**config.mk**
```make
export PLATFORM = sky130hd
export DESIGN_NAME = cpu_fetch_unit
export DESIGN_NICKNAME = d
export VERILOG_FILES = /design/src/rtl/cpu_fetch_unit.sv
export SDC_FILE = /design/constraint.sdc
export NUM_CORES = 1
export LEC_CHECK = 0
export CAP_MARGIN = 40
export CELL_PAD_IN_SITES_DETAIL_PLACEMENT = 1
export CELL_PAD_IN_SITES_GLOBAL_PLACEMENT = 2
export CORE_MARGIN = 2
export CORE_UTILIZATION = 22
export CTS_CLUSTER_DIAMETER = 80
export DETAILED_ROUTE_END_ITERATION = 8
export GPL_TIMING_DRIVEN = 0
export PLACE_DENSITY = 0.77
export RECOVER_POWER = 25
export SYNTH_ARGS = -nofsm -noshare
export SYNTH_HDL_FRONTEND = slang
export SYNTH_SLANG_ARGS = --single-unit
```
**constraint.sdc**
```tcl
create_clock -name clk -period 3.71 [get_ports clk]
set_input_delay 0.5565 -clock clk [delete_from_list [all_inputs] [get_ports clk]]
set_output_delay 0.5565 -clock clk [all_outputs]
set_load 0.05 [all_outputs]
```
**src/rtl/cpu_fetch_unit.sv**
```systemverilog
// Fetch/execute sequencer of the 16-bit multi-cycle CPU: PC, IR, execute-state bit, N/Z flags.
// Optional macro CPU_FETCH_STALL_CNT_EN adds a saturating fetch-stall counter on StallCnt.
module cpu_fetch_unit #(
    parameter logic [15:0] RESET_PC = 16'h0000
) (
    input  logic        clk,
    input  logic        rst,
    input  logic [1:0]  PS,
    input  logic        IR_L,
    input  logic        NS,
    input  logic [15:0] Offset,
    input  logic [15:0] BusD,
    input  logic        FlagLd,
    input  logic        N_in,
    input  logic        Z_in,
    input  logic        IMemAck,
    input  logic [15:0] IMemData,
    output logic        IMemReq,
    output logic [15:0] IMemAddr,
    output logic [15:0] PC,
    output logic [15:0] IR,
    output logic        State,
    output logic        N,
    output logic        Z,
    output logic        ExecEn
`ifdef CPU_FETCH_STALL_CNT_EN
    ,
    output logic [15:0] StallCnt
`endif
);

    typedef enum logic {
        FETCH = 1'b0,
        EXEC  = 1'b1
    } state_t;

    state_t      state, state_nxt;
    logic [15:0] pc_nxt;

    assign IMemAddr = PC;

    always_comb begin
        state_nxt = state;
        IMemReq   = 1'b0;
        ExecEn    = 1'b0;
        case (state)
            FETCH: begin
                IMemReq = 1'b1;
                if (IMemAck) state_nxt = EXEC;
            end
            EXEC: begin
                ExecEn = 1'b1;
                if (IR_L) state_nxt = FETCH;
            end
            default: state_nxt = FETCH;
        endcase
        // The handshake and datapath commit must be quiet during the reset cycle itself.
        if (rst) begin
            IMemReq = 1'b0;
            ExecEn  = 1'b0;
        end
    end

    always_comb begin
        pc_nxt = PC;
        case (PS)
            2'b01:   pc_nxt = PC + 16'd1;
            2'b10:   pc_nxt = PC + Offset;
            2'b11:   pc_nxt = BusD;
            default: pc_nxt = PC;
        endcase
    end

    always_ff @(posedge clk) begin
        if (rst) begin
            state <= FETCH;
            PC    <= RESET_PC;
            IR    <= 16'h0000;
            State <= 1'b0;
            N     <= 1'b0;
            Z     <= 1'b0;
        end else begin
            state <= state_nxt;
            case (state)
                FETCH: begin
                    if (IMemAck) begin
                        IR    <= IMemData;
                        State <= 1'b0;
                    end
                end
                EXEC: begin
                    PC <= pc_nxt;
                    if (FlagLd) begin
                        N <= N_in;
                        Z <= Z_in;
                    end
                    State <= IR_L ? 1'b0 : NS;
                end
                default: ;
            endcase
        end
    end

`ifdef CPU_FETCH_STALL_CNT_EN
    always_ff @(posedge clk) begin
        if (rst) begin
            StallCnt <= 16'h0000;
        end else if (state == FETCH && !IMemAck && StallCnt != 16'hFFFF) begin
            StallCnt <= StallCnt + 16'd1;
        end
    end
`endif

endmodule

```
==> metrics.txt, run 1 <==
sequential area share after synthesis between 30% and 40%; CP max-delay cell clkdlybuf4s50_1; cells on worst reg2reg path 8; max incr delay on CP between 0.5 and 0.6 ns; Cell Rows 38; area leader, netlist dfxtp_1; R2R setup slack approximately 1.1 ns; PnR Total Power between 1 and 1.5 mW; Syn-to-layout area delta 57.65%; Clk Latency, worst-skew pair roughly 0.30 ns; HPWL after DPL 6907 um; # setup viols final 0; crit-path max FO 7; Core ar. 10700 um2; DRT antenna net count 0; Crit Path Class input pin to flop; FFs w/ async S/R, synth 0%; Via density between 4 and 5; Detailed Route Iter0 Violations 76; initial cell density of the core roughly 22%; die height ~110 um; pin count of the biggest net entering global routing 13; # clock sinks 36; Routed wire per std cell 15.44 um; Worst Hold Path Cells 2; number of global-route vias before repair roughly 2700; gp weighted congestion just under 0.8; Hold Violations, Final 0; gr usage total 15.27%; first-pass GRT wire length ~14000 um; Hold EP IR[1]; post-route clock period utilization around 90%; Netlist cell types 44; n_diodes 0; initial antenna violation count 0; I/O pins around 110; final wirelength about 9000 um; Remaining Overflow, GRT 0; post-CTS setup buffers 0; CTS Root Cell clkbuf_8; drt drc 0; Setup crit end kind flop; Worst Path Arrival 3.60 ns; clock slew at the register clock pins of the worst setup and hold paths roughly 0.08 ns; Post-CTS Hold Fix Bufs 0; DIE WIDTH about 110 um; drt pass-1 iters 4; Final Slew Violations 0; H-tree depth 2; Worst Clk Skew 0.009186 ns; syn_nets 392; layout net count 509; critical path launch point type input pin; Post-synth top cells nand2_1, a21oi_1, dfxtp_1; achievable frequency ~290 MHz; R2R Path End IMemAddr[14]; IO Port Bufs 110; largest cells by area after synthesis dfxtp_1, nand2_1, a21oi_1; most frequent cell after synthesis nand2_1; mean post-synth cell area approximately 7.5 um2; RSZ-0062 raised after global routing no; Mapped Cells ~320; Post-synth EDFFs 0; VDD IR max ~0.14 mV; Mapped Area around 2400 um2; status completed; YS warnings 0; full die area between 10000 and 15000 um2; Slew @ Worst Pin just under 0.7 ns; CTS tree built; fraction of layout cells with a size suffix above 1 ~8.7%; Max-Cap Viols 0; CTS buffer count 5; leak pwr approximately 1.5 nW; Vias around 2700; Hold WS approximately 0.45 ns; Pwr Density 309.0 nW/um2; worst r2r src IMemAddr[0]; Top FF cell, synth dfxtp_1; worst path cell trace clkdlybuf4s50_1, nor2b_4, nand2b_1, ha_1, fa_1, a21o_1, a31oi_1, o21ai_0, o211ai_1, mux2_1, a311oi_1; HP Start IR[1]; Hold/Removal Path Class flop to flop; Worst EP required 3.92 ns; time the worst path needs with I/O delays and setup roughly 3.4 ns; max_slew headroom 54.78%; buffer depth of the longest clock path 2; number of synthesized register bits 36; post-synth top area share about 30%
[final cells by class]
cell class              instances  area [um2]
repair buffers                110        1101
multi-input cells             243        1468
plain buffers                  35       196.4
inverters                       4       15.01
clock buffers                   5       68.82
clock inverters                 3       18.77
well taps                     140       175.2
fillers                      1313        6934
flip-flops and latches         36       720.7
[cell families after synthesis]
family / Yosys count / share of synthesized area (%)
compound gates: 95 / 24.11
fa+ha+maj: 16 / 8.700
xor+xnor: 10 / 3.669
buf+inv: 39 / 8.805
mux: 3 / 1.415
flops: 36 / 30.19
simple gates: 119 / 23.11
[per-layer routing]
layer  vias up  track usage [%]  wire [um]
met1      1229            20.45       4186
met5         -                0          0
li1       1334                -          -
met3         5            3.014        586
met2        85            25.43       4051
met4         0            3.297         72
[sequential cells by signal, indices dropped and copies added, names as in the netlist]
register  cells
state         1
Z             1
State         1
IMemAddr     16
IR           16
N             1
[what timing repair did]
action                     in CTS  in global routing
pin swaps                       0                  0
setup endpoints to repair       2                  2
resized for setup               2                  2
[critical path: cells and delay by family]
family / cells / cell delay [ns]
and+or+nand+nor: 2 / 0.34
adders and majority gates: 2 / 0.62
muxes: 1 / 0.35
buffers and inverters: 1 / 0.54
AOI/OAI and AO/OA: 5 / 1.19
[placed cells by master, fill, tap and decap left out, types with 6 or more instances in the layout]
cell type,n
nor2_1,13
xnor2_1,7
clkbuf_1,15
dfxtp_1,36
buf_4,16
nand3_1,9
ha_1,15
o21ai_0,13
a311oi_1,6
nand2_1,62
clkdlybuf4s50_1,105
a21oi_1,45
and2_1,15
[through the flow]
stage	util (%)	setup TNS [ns]	cell area, um2	worst slack, ns	instances
after floorplan	-	0	2387	0.8661	318
after global placement	34.25	-1.265	3664	-0.3479	568
after detailed placement	34.25	-1.460	3664	-0.4244	568
after CTS	35.11	0	3756	0.06185	576
after global routing	35.18	0	3764	0.05199	576
final	35.18	0	3764	0.3199	576
[power breakdown]
part	leakage [nW]	switching, mW	internal (mW)
logic	1.13	0.256	0.181
clock network	0.0479	0.164	0.131
registers	0.295	0.0201	0.410
[worst max path at each step]
stage	startpoint	endpoint	slack, ns
finish	PS[1]	IMemAddr[14]	0.32
global route	PS[1]	IMemAddr[14]	0.05
CTS	PS[1]	IMemAddr[14]	0.06
detailed placement	PS[1]	IMemAddr[13]	-0.42
global placement	PS[1]	IMemAddr[14]	-0.35
floorplan	PS[1]	IMemAddr[14]	0.87
Note: power is estimated with default switching activity, not from simulation.
==> run 2: changes to the inputs <==
--- a/config.mk
+++ b/config.mk
@@ -11,10 +11,12 @@
 export CORE_MARGIN = 2
 export CORE_UTILIZATION = 22
 export CTS_CLUSTER_DIAMETER = 80
+export CTS_CLUSTER_SIZE = 40
 export DETAILED_ROUTE_END_ITERATION = 8
 export GPL_TIMING_DRIVEN = 0
 export PLACE_DENSITY = 0.77
 export RECOVER_POWER = 25
+export SKIP_CTS_REPAIR_TIMING = 1
 export SYNTH_ARGS = -nofsm -noshare
 export SYNTH_HDL_FRONTEND = slang
 export SYNTH_SLANG_ARGS = --single-unit
==> run 2 against run 1 <==
- worst hold slack about the same
- die area unchanged
- power about the same
- global-route usage about the same
- core utilization unchanged
- non-clock buffer count unchanged
- setup slack about the same
- sequential power about the same
==> metrics.txt, run 2 (same netlist as run 1, synthesis figures left out) <==
status completed; Vias 2657 (+0.15%); CTS Root Cell clkbuf_8; # setup viols final 0 (unchanged); IO Port Bufs 110 (unchanged); Critical Path Source PS[1]; Hold/Removal Path Class flop to flop; H-tree depth 2 (unchanged); full die area 11700 um2 (unchanged); Setup crit end IMemAddr[14]; Fin Setup TNS 0 ns (unchanged); CTS tree built; Comb pwr share 37.6% (about the same); R2R setup slack 1.08 ns (about the same); worst r2r src IMemAddr[0]; DP Worst Slack -0.4244 ns (unchanged); Clk Latency, worst-skew pair 0.30 ns (about the same); Setup crit end kind flop; DRT antenna net count 0 (unchanged); pin count of the biggest net entering global routing 13 (unchanged); share of power burned in registers 37.0% (about the same); Final Slew Violations 0 (unchanged); cells on worst reg2reg path 8 (unchanged); Routed wire per std cell 15.42 um (-0.15%); Syn-to-layout area delta 57.65% (unchanged); buffer depth of the longest clock path 2 (unchanged); slack of the critical path 0.3198 ns (-0.0001610 ns); Core ar. 10700 um2 (unchanged); first-pass GRT wire length 13910 um (-0.29%); achievable frequency 295.0 MHz (about the same); commonest non-fill, non-tap cell in the layout clkdlybuf4s50_1; Worst Path Arrival 3.60 ns (about the same); gr usage total 15.23% (-0.038 points); Slew @ Worst Pin 0.6777 ns (-0.0005757 ns); Post-DP Area 3664 um2 (unchanged); final wirelength 8883 um (-0.15%); DIE WIDTH 108.2 um (unchanged); time the worst path needs with I/O delays and setup 3.390 ns (+0.0001610 ns); fraction of layout cells with a size suffix above 1 8.716% (unchanged); leak pwr 1.477 nW (unchanged); Via density 4.613 (+0.15%); Final Cell Area 3764 um2 (unchanged); clock power share 25.5% (about the same); crit-path max FO 7 (unchanged); Worst Clk Skew 0.009335 ns (+0.0001484 ns); HP Start IR[1]; die height 108.2 um (unchanged); RSZ-0062 raised after global routing no; R2R Path End IMemAddr[14]; most frequent cells in the layout clkdlybuf4s50_1, nand2_1, a21oi_1; critical path launch point type input pin; P_sw 441.4 uW (+0.13%); Hold Violations, Final 0 (unchanged); number of global-route vias before repair 2692 (-0.074%); CTS buffer count 5 (unchanged); Switching Fraction 37.94% (about the same); layout net count 509 (unchanged); VDD IR max 0.1358 mV (-0.17%); post-route clock period utilization 91.38% (about the same); clock slew at the register clock pins of the worst setup and hold paths 0.08 ns (about the same); Detailed Route Iter0 Violations 82 (+7.9%); Crit Path Class input pin to flop; Cell Int Power 722.0 uW (about the same); I/O pins 111 (unchanged); # clock sinks 36 (unchanged); HPWL after DPL 6907 um (unchanged); Pwr Density 309.1 nW/um2 (about the same); gp weighted congestion 0.7937 (unchanged); Worst EP required 3.92 ns (about the same); drt pass-1 iters 4 (unchanged); Cell Rows 38 (unchanged); initial antenna violation count 0 (unchanged); max_slew headroom 54.82% (about the same); initial cell density of the core 22.32% (unchanged); n_diodes 0 (unchanged); drt drc 0 (unchanged); Remaining Overflow, GRT 0 (unchanged); Max-Cap Viols 0 (unchanged)
==> run 2: cell counts in the layout (fill, tap and decap cells not counted) <==
Identical to the previous run, type by type.
==> run 2: how the worst min path moves through the flow <==
| stage | cells past startpoint | end |
|---|---|---|
| floorplan | 3 | state |
| global placement | 2 | IR[13] |
| detailed placement | 2 | IR[1] |
| CTS | 2 | IR[1] |
| global route | 2 | IR[11] |
| finish | 2 | IR[1] |
==> run 2: critical path, stage by stage <==
cell and delay [ns]:
clkdlybuf4s50_1 0.53, nor2b_4 0.25, nand2b_1 0.09, ha_1 0.21
fa_1 0.41, a21o_1 0.22, a31oi_1 0.30, o21ai_0 0.16
o211ai_1 0.26, mux2_1 0.35, a311oi_1 0.25
==> run 2: area by class of cell <==
type	instances	area (um2)
tap	140	175.2
clock inverter	3	18.77
multi-input combinational	243	1468
clock buffer	5	68.82
timing repair buffer	110	1101
sequential	36	720.7
inverter	4	15.01
buffer	35	196.4
fill	1313	6934
==> run 2: power groups by stage <==
stage	logic, mW	registers, mW	clock network [mW]
floorplan	0.188	0.514	0
global placement	0.435	0.438	0
detailed placement	0.438	0.440	0
CTS	0.441	0.431	0.311
global route	0.470	0.434	0.327
finish	0.437	0.430	0.296
==> run 2: per-layer routing <==
| layer | track usage (%) | wire (um) | vias up |
|---|---|---|---|
| met4 | 3.297 | 72 | 0 |
| met3 | 3.014 | 579 | 5 |
| met1 | 20.34 | 4221 | 1233 |
| met2 | 25.43 | 4010 | 85 |
| li1 | - | - | 1334 |
| met5 | 0 | 0 | - |
==> run 2: metrics by stage <==
step / power (mW) / cells / util [%] / hold slack [ns]
2_1_floorplan: 0.7025 / 318 / - / 0.6546
3_3_place_gp: 0.8736 / 568 / 34.25 / 0.4426
3_5_place_dp: 0.8779 / 568 / 34.25 / 0.4471
4_1_cts: 1.183 / 576 / 35.06 / 0.4589
5_1_grt: 1.232 / 576 / 35.18 / 0.4800
6_report: 1.163 / 576 / 35.18 / 0.4524
==> run 3: changes to the inputs <==
--- a/config.mk
+++ b/config.mk
@@ -8,7 +8,7 @@
 export CAP_MARGIN = 40
 export CELL_PAD_IN_SITES_DETAIL_PLACEMENT = 1
 export CELL_PAD_IN_SITES_GLOBAL_PLACEMENT = 2
-export CORE_MARGIN = 2
+export CORE_MARGIN = 4
 export CORE_UTILIZATION = 22
 export CTS_CLUSTER_DIAMETER = 80
 export CTS_CLUSTER_SIZE = 40
==> run 3 against run 2 <==
- power down 0.13%
- via count up 0.26%
- setup slack worse by 0.058 ns
- flip-flop and latch count unchanged
- critical path type unchanged
- largest cell class unchanged
==> metrics.txt, run 3 (same netlist as run 1, synthesis figures left out) <==
max incr delay on CP 0.55 ns (+0.02 ns); CTS Root Cell clkbuf_8; drt drc 0 (unchanged); highest layer used for signal routing met4; Detailed Route Iter0 Violations 77 (-6.1%); Syn-to-layout area delta 57.29%; buffer depth of the longest clock path 2 (unchanged); Worst Clk Skew 0.01282 ns (+0.003484 ns); worst path cell trace clkdlybuf4s50_1, nor2b_4, nand2b_1, ha_1, fa_1, a21o_1, a31oi_1, o21ai_0, o211ai_1, mux2_1, a311oi_1; Final Util 35.89% (+0.71 points); critical path launch point type input pin; Hold WS 0.4541 ns (+0.001743 ns); CTS tree built; Setup crit end kind flop; Final Slew Violations 0 (unchanged); fraction of layout cells with a size suffix above 1 8.486% (-0.23 points); drt pass-1 iters 4 (unchanged); initial antenna violation count 0 (unchanged); Cell Rows 37 (-2.6%); Worst EP required 3.92 ns (about the same); post-route clock period utilization 92.94% (+1.6 points); max_slew headroom 59.44% (+4.6 points); DIE WIDTH 112.2 um (+3.7%); I/O pins 111 (unchanged); crit-path max FO 7 (unchanged); Worst Path Arrival 3.65 ns (+0.05 ns); # setup viols final 0 (unchanged); M1 WL 4373 um (+3.6%); Core ar. 10460 um2 (-2.2%); HPWL after DPL 7243 um (+4.9%); DRT antenna net count 0 (unchanged); most frequent cells in the layout clkdlybuf4s50_1, nand2_1, a21oi_1; final wirelength 9178 um (+3.3%); H-tree depth 2 (unchanged); Hold/Removal Path Class flop to flop; layout net count 509 (unchanged); Fin Setup TNS 0 ns (unchanged); Slew @ Worst Pin 0.6084 ns (-0.06926 ns); Routed met2 length 4204 um (+4.8%); CP top delay family compound AO/OA/AOI/OAI gates; Remaining Overflow, GRT 0 (unchanged); CTS buffer count 5 (unchanged); RSZ-0062 raised after global routing no; time the worst path needs with I/O delays and setup 3.448 ns (+0.05788 ns); IO Port Bufs 110 (unchanged); VDD IR max 0.1498 mV (+10%); full die area 12580 um2 (+7.5%); pin count of the biggest net entering global routing 13 (unchanged); number of global-route vias before repair 2859 (+6.2%); Vias 2664 (+0.26%); Crit Path Class input pin to flop; leak pwr 1.502 nW (+1.7%); status completed; Via density 4.657 (+0.96%); Clk Latency, worst-skew pair 0.30 ns (about the same); n_diodes 0 (unchanged); Max-Cap Viols 0 (unchanged); die height 112.2 um (+3.7%); Buf+Inv Stages, Crit Path 1 (unchanged); WL met3 545 um (-5.9%); gr usage total 14.36% (-0.87 points); commonest non-fill, non-tap cell in the layout clkdlybuf4s50_1; initial cell density of the core 22.82% (+0.50 points); Pwr Density 309.4 nW/um2 (about the same); gp weighted congestion 0.8128 (+2.4%); Hold Violations, Final 0 (unchanged); first-pass GRT wire length 14900 um (+7.1%); CP max-delay cell clkdlybuf4s50_1; achievable frequency 290.0 MHz (-1.7%); # clock sinks 36 (unchanged); clock slew at the register clock pins of the worst setup and hold paths 0.08 ns (about the same); Routed wire per std cell 16.05 um (+4.0%)
## run 3: changes by cell type in the layout (fill, tap and decap cells not counted)
| cell | before | now |
|---|---|---|
| a21oi_1 | 45 | 46 |
| a21oi_2 | 1 | 0 |
| clkdlybuf4s50_1 | 105 | 96 |
| dlygate4sd3_1 | 5 | 14 |
## run 3: path summary, 6_finish.rpt
path                                  start           end  slack (ns)  cells after the start
worst max-delay path                  PS[1]  IMemAddr[14]        0.26                     11
worst min-delay path                      N             N        0.45                      2
worst max register to register  IMemAddr[0]  IMemAddr[14]        1.02                      8
worst min register to register            N             N        0.45                      2
## run 3: where the power goes
group | internal (mW) | leakage [nW] | total, mW | switching, mW
Clock | 0.131 | 0.0479 | 0.295 | 0.163
Combinational | 0.179 | 1.16 | 0.437 | 0.258
Sequential | 0.410 | 0.295 | 0.430 | 0.0200
## run 3: area by class of cell
class | instances | area (um2)
buffer | 35 | 196.4
clock buffer | 5 | 68.82
clock inverter | 3 | 18.77
fill | 1290 | 6708
inverter | 4 | 15.01
multi-input combinational | 243 | 1464
sequential | 36 | 720.7
tap | 136 | 170.2
timing repair buffer | 110 | 1101
## run 3: worst min-delay path, stage by stage, from the launching register on
cell and delay [ns]:
dfxtp_1 0.31, nand2_1 0.05, a21oi_1 0.05
## run 3: layer usage
layer,vias to the layer above,global-route usage [%]
li1,1334,-
met1,1229,19.28
met2,95,23.84
met3,6,3.450
met4,0,2.324
met5,-,0
## run 3: per-stage QoR
stage	power, mW	instances	cell area (um2)	setup slack (ns)
3_5_place_dp	0.8806	564	3659	-0.2990
5_1_grt	1.224	572	3755	0.07277
2_1_floorplan	0.7025	318	2387	0.8661
3_3_place_gp	0.8737	564	3659	-0.2860
6_report	1.162	572	3755	0.2619
4_1_cts	1.181	572	3746	0.002558
==> edit 1: new RTL, settings of run 1 <==
Build with the macro `CPU_FETCH_STALL_CNT_EN` defined.
--- a/src/rtl/cpu_fetch_unit.sv
+++ b/src/rtl/cpu_fetch_unit.sv
@@ -1,5 +1,7 @@
 // Fetch/execute sequencer of the 16-bit multi-cycle CPU: PC, IR, execute-state bit, N/Z flags.
 // Optional macro CPU_FETCH_STALL_CNT_EN adds a saturating fetch-stall counter on StallCnt.
+`define CPU_FETCH_STALL_CNT_EN
+
 module cpu_fetch_unit #(
     parameter logic [15:0] RESET_PC = 16'h0000
 ) (
Function (old outputs only; new: StallCnt): kept (Yosys induction, for registers that start in step).
==> edit 1 against run 1 <==
Design area increased by 31%; via count grew 35%; setup slack worse by 0.021 ns; sequential cell count grew 16; power up 36%; routed wire length up 40%; area after synthesis rose by 39%; die area rose by 37%; largest cell class unchanged; synthesized cell count is 32% higher.
==> edit 1: results (changes against run 1) <==
{
  "status": {
    "run_status": {"value": "finished clean", "change": "unchanged"}
  },
  "grt": {
    "gr-usage-all-layers": {"value": 0.153, "change": "about the same"},
    "grt_pass1_wl": {"value": 19.6, "unit": "mm", "change": "was 14.0 mm"},
    "first_global_vias": {"value": 3782, "change": "was 2,694"}
  },
  "synth": {
    "synth_top_area_share": {"value": 0.314, "change": "was 0.302"},
    "synth_seq_area_share": {"value": 0.314, "change": "was 0.302"},
    "post_syn_nets": {"value": 496, "change": "was 392"},
    "synth_top_cells_by_count": {"value": "nand2_1, dfxtp_1, a21oi_1, nor2_1, and2_1", "change": "was nand2_1, a21oi_1, dfxtp_1, buf_4, clkbuf_1"},
    "netlist-cell-type-count": {"value": 59, "change": "was 44"},
    "avgSynthCellArea": {"value": 7.88, "unit": "sq um", "change": "was 7.51 sq um"}
  },
  "route": {
    "totalWireLength": {"value": 12.4, "unit": "mm", "change": "was 8.90 mm"},
    "routed_wire_length_per_instance": {"value": 16.9, "unit": "microns", "change": "was 15.4 microns"},
    "post_drt_via_cell_ratio": {"value": 4.84, "change": "was 4.61"},
    "drtIter0Drc": {"value": 134, "change": "was 76"}
  },
  "layout": {
    "layout.filler_cells": {"value": 1740, "change": "was 1,313"},
    "layout-drive-gt1-share": {"value": 0.0776, "change": "was 0.0872"}
  },
  "setup_path": {
    "timing.reg2reg.setup_slack": {"value": 1.28, "unit": "ns", "change": "was 1.08 ns"},
    "worst-path-max-fanout": {"value": 10, "change": "was 7"},
    "worstSetupEndpoint": {"value": "IMemAddr[13]$_SDFFE_PP0P_", "change": "was IMemAddr[14]$_SDFFE_PP0P_"},
    "r2r.worst_path.cells": {"value": 7, "change": "was 8"}
  },
  "pwr": {
    "vdd_ir_drop_max": {"value": 0.000156, "unit": "V", "change": "was 0.000136 V"}
  },
  "timing": {
    "post-route-period-util": {"value": 0.919, "change": "was 0.914"},
    "skew": {"value": 0.00628, "unit": "ns", "change": "was 0.00919 ns"}
  },
  "placed_design": {
    "io_buffers": {"value": 125, "change": "was 110"},
    "gp_congestion": {"value": 0.829, "change": "was 0.794"}
  },
  "worst_hold_path": {
    "worstHoldEndpoint": {"value": "IR[10]$_SDFFE_PP0P_", "change": "was IR[1]$_SDFFE_PP0P_"},
    "worstHoldStart": {"value": "IR[10]$_SDFFE_PP0P_", "change": "was IR[1]$_SDFFE_PP0P_"}
  },
  "clock_tree": {
    "post_cts_resize_count": {"value": 0, "change": "was 2"}
  }
}
## edit 1: kinds of logic after synthesis
logic type      share of synthesized area
buf+inv                            0.0682
xor+xnor                           0.0343
mux                               0.00905
flops                               0.314
fa+ha+maj                          0.0663
simple gates                        0.283
compound gates                      0.226
## edit 1: routing by layer
| layer | global-route usage | share of wire | vias up |
|---|---|---|---|
| met1 | 0.187 | 0.45 | 1722 |
| met2 | 0.279 | 0.51 | 79 |
| li1 | - | - | 1761 |
| met4 | 0.0414 | 0.012 | 0 |
| met3 | 0.0224 | 0.034 | 10 |
| met5 | 0 | 0 | - |
## edit 1: worst max-delay path, stage by stage
cell and delay (ns):
clkdlybuf4s50_1 0.57, and2b_1 0.38, clkbuf_1 0.42, and2_1 0.20, ha_1 0.30, a21oi_1 0.32, o21ai_0 0.18, a221oi_1 0.42
nand3b_1 0.16, nand3_1 0.08
## edit 1: stage by stage
stage | cell area [sq um] | util | TNS, ns
after floorplan | 3320 | - | 0
after global placement | 4800 | 0.328 | -0.0786
after detailed placement | 4800 | 0.328 | -0.0418
after CTS | 4950 | 0.338 | 0
after global routing | 4930 | 0.337 | 0
final | 4930 | 0.337 | 0
## edit 1: final cells by class
cell class,instances,area [sq um],share of cell area
clock buffer,5,125,0.0254
buffer,34,196,0.0398
timing repair buffer,125,1250,0.254
sequential,52,1040,0.211
multi-input combinational,327,2030,0.412
clock inverter,3,27.5,0.00558
inverter,8,30.0,0.00609
tap,184,230,0.0467
## edit 1: report_power, final
group | total, uW | internal, uW | switching [uW]
Sequential | 610 | 584 | 26.1
Combinational | 461 | 181 | 279
Clock | 509 | 257 | 251
Total | 1580 | 1020 | 556
==> edit 2: new RTL, settings of run 1 <==
Made on the original files. Add an input register stage for `Offset`, with the module's reset; this delays it by one clock. The other inputs are not delayed to match.
--- a/src/rtl/cpu_fetch_unit.sv
+++ b/src/rtl/cpu_fetch_unit.sv
@@ -34,6 +34,16 @@
         EXEC  = 1'b1
     } state_t;
 
+    logic [15:0] Offset_q;
+
+    always_ff @(posedge clk) begin
+        if (rst) begin
+            Offset_q <= '0;
+        end else begin
+            Offset_q <= Offset;
+        end
+    end
+
     state_t      state, state_nxt;
     logic [15:0] pc_nxt;
 
@@ -65,7 +75,7 @@
         pc_nxt = PC;
         case (PS)
             2'b01:   pc_nxt = PC + 16'd1;
-            2'b10:   pc_nxt = PC + Offset;
+            2'b10:   pc_nxt = PC + Offset_q;
             2'b11:   pc_nxt = BusD;
             default: pc_nxt = PC;
         endcase
Function: changed (Yosys sat finds a counterexample within 4 cycles, from zero or initial values and one cycle with rst high).
==> edit 2 against run 1 <==
Setup slack improved by 0.064 ns; sequential cell count increased by 16; via count grew 18%; area after synthesis up 24%; global-route usage about the same; power up 31%; largest power group is now registers; highest routed layer unchanged; critical path type unchanged; routed wire length rose by 19%; design area is 18% higher.
==> edit 2: results (changes against run 1) <==
{
  "setup_path": {
    "worst_r2r_startpoint": {"value": "Offset_q[0]$_SDFF_PP0_", "change": "was IMemAddr[0]$_SDFFE_PP0P_"},
    "worstSetupEndpoint": {"value": "IMemAddr[11]$_SDFFE_PP0P_", "change": "was IMemAddr[14]$_SDFFE_PP0P_"},
    "crit-reg2reg-capture": {"value": "IMemAddr[8]$_SDFFE_PP0P_", "change": "was IMemAddr[14]$_SDFFE_PP0P_"},
    "worst-path-max-fanout": {"value": 10, "change": "was 7"}
  },
  "layout": {
    "layout-drive-gt1-share": {"value": 0.0709, "change": "was 0.0872"},
    "design.final.nets": {"value": 567, "change": "was 509"},
    "area.growth.synth_to_final": {"value": 49.5, "unit": "%", "change": "was 57.7%"}
  },
  "grt": {
    "met1_usage": {"value": 0.179, "change": "was 0.205"},
    "grt_pass1_wl": {"value": 17.3, "unit": "mm", "change": "was 14.0 mm"},
    "gr-usage-all-layers": {"value": 0.152, "change": "was 0.153"},
    "global_route.usage.met2": {"value": 0.260, "change": "was 0.254"}
  },
  "placed_design": {
    "gp_congestion": {"value": 0.865, "change": "was 0.794"},
    "dp_hpwl": {"value": 8.36, "unit": "mm", "change": "was 6.91 mm"},
    "io_buffers": {"value": 109, "change": "was 110"}
  },
  "synth": {
    "synth_top_cells_by_count": {"value": "nand2_1, dfxtp_1, a21oi_1, nor2b_1, nor2_1", "change": "was nand2_1, a21oi_1, dfxtp_1, buf_4, clkbuf_1"},
    "netlist-cell-type-count": {"value": 51, "change": "was 44"},
    "synth_xor_xnor_area_share": {"value": 0.0118, "change": "was 0.0367"},
    "synth.mux.area_fraction": {"value": 0.00338, "change": "was 0.0142"},
    "synth_area_leaders": {"value": "dfxtp_1, nand2_1, a21oi_1, ha_1, nor2b_1", "change": "was dfxtp_1, nand2_1, a21oi_1, ha_1, buf_4"}
  },
  "clock_tree": {
    "clk_root_buffer_cell": {"value": "clkbuf_16", "change": "was clkbuf_8"}
  },
  "timing": {
    "skew": {"value": 0.00950, "unit": "ns", "change": "was 0.00919 ns"},
    "max_slew_margin": {"value": 0.557, "change": "was 0.548"}
  },
  "status": {
    "run_status": {"value": "finished clean", "change": "unchanged"}
  },
  "pwr": {
    "vdd_ir_drop_max": {"value": 0.000198, "unit": "V", "change": "was 0.000136 V"},
    "power_leakage": {"value": 0.00167, "unit": "uW", "change": "was 0.00148 uW"}
  },
  "route": {
    "via_count": {"value": 3124, "change": "was 2,653"},
    "drtIter0Drc": {"value": 86, "change": "was 76"}
  }
}
-- edit 2: cell types whose count changed after synthesis, sizes merged, moves of 3 or more --
cell / change
nand3: +4
dfxtp: +16
clkbuf: -7
or4: +3
xnor2: -6
o21ai: +7
buf: +7
nand2: -4
nor2b: +19
a21oi: -5
nor3: +5
nor2: +9
mux2: -3
a211oi: +3
-- edit 2: what timing repair did --
action	in CTS	in global routing
resized for setup	0	3
endpoints found under the setup margin	0	4
hold buffers	0	0
-- edit 2: how the worst min path moves through the flow --
stage | cells past startpoint | slack [ns] | end | from
global placement | 2 | 0.44 | IR[13]$_SDFFE_PP0P_ | IR[13]$_SDFFE_PP0P_
detailed placement | 2 | 0.45 | N$_SDFFE_PP0P_ | N$_SDFFE_PP0P_
floorplan | 5 | 0.67 | IMemAddr[15]$_SDFFE_PP0P_ | Offset_q[15]$_SDFF_PP0_
CTS | 2 | 0.46 | N$_SDFFE_PP0P_ | N$_SDFFE_PP0P_
global route | 2 | 0.48 | IR[3]$_SDFFE_PP0P_ | IR[3]$_SDFFE_PP0P_
finish | 2 | 0.46 | N$_SDFFE_PP0P_ | N$_SDFFE_PP0P_
-- edit 2: final cells by class --
| cell class | instances | area share |
|---|---|---|
| sequential | 52 | 0.235 |
| clock buffer | 5 | 0.0283 |
| clock inverter | 3 | 0.00566 |
| timing repair buffer | 109 | 0.247 |
| multi-input combinational | 285 | 0.384 |
| buffer | 35 | 0.0458 |
| tap | 176 | 0.0498 |
| inverter | 5 | 0.00424 |
-- edit 2: kinds of logic after synthesis --
| logic type | count (synthesis) |
|---|---|
| buffers and inverters | 40 |
| and+or+nand+nor | 161 |
| AOI/OAI and AO/OA | 103 |
| DFF | 52 |
| muxes | 1 |
| xor gates and xnor gates | 4 |
| adders and majority gates | 16 |
-- edit 2: worst reg2reg max path, stage by stage (launching register included) --
cell and delay (ns):
dfxtp_1 0.30, nand2b_1 0.13, ha_1 0.23, fa_1 0.45, a21o_1 0.23, a41o_1 0.28
or4_1 0.43, nand4_1 0.11, o211ai_1 0.09
-- edit 2: power groups by stage --
| stage | registers [uW] | clock network [uW] | logic, uW |
|---|---|---|---|
| 2_1_floorplan | 695 | 0 | 179 |
| 5_1_grt | 617 | 534 | 457 |
| 4_1_cts | 613 | 515 | 428 |
| 6_report | 611 | 491 | 422 |
| 3_3_place_gp | 624 | 0 | 420 |
| 3_5_place_dp | 626 | 0 | 426 |
-- edit 2: stage by stage --
step,setup WS [ns],cells
after CTS,0.0428,670
after detailed placement,-0.260,662
after global routing,0.0444,670
final,0.384,670
after floorplan,0.978,377
after global placement,-0.209,662
-- edit 2: metal layers --
metal	up-vias	wire, microns	part of all wire
met4	0	119	0.011
met5	-	0	0
li1	1551	-	-
met3	10	978	0.092
met1	1471	4540	0.43
met2	92	4980	0.47
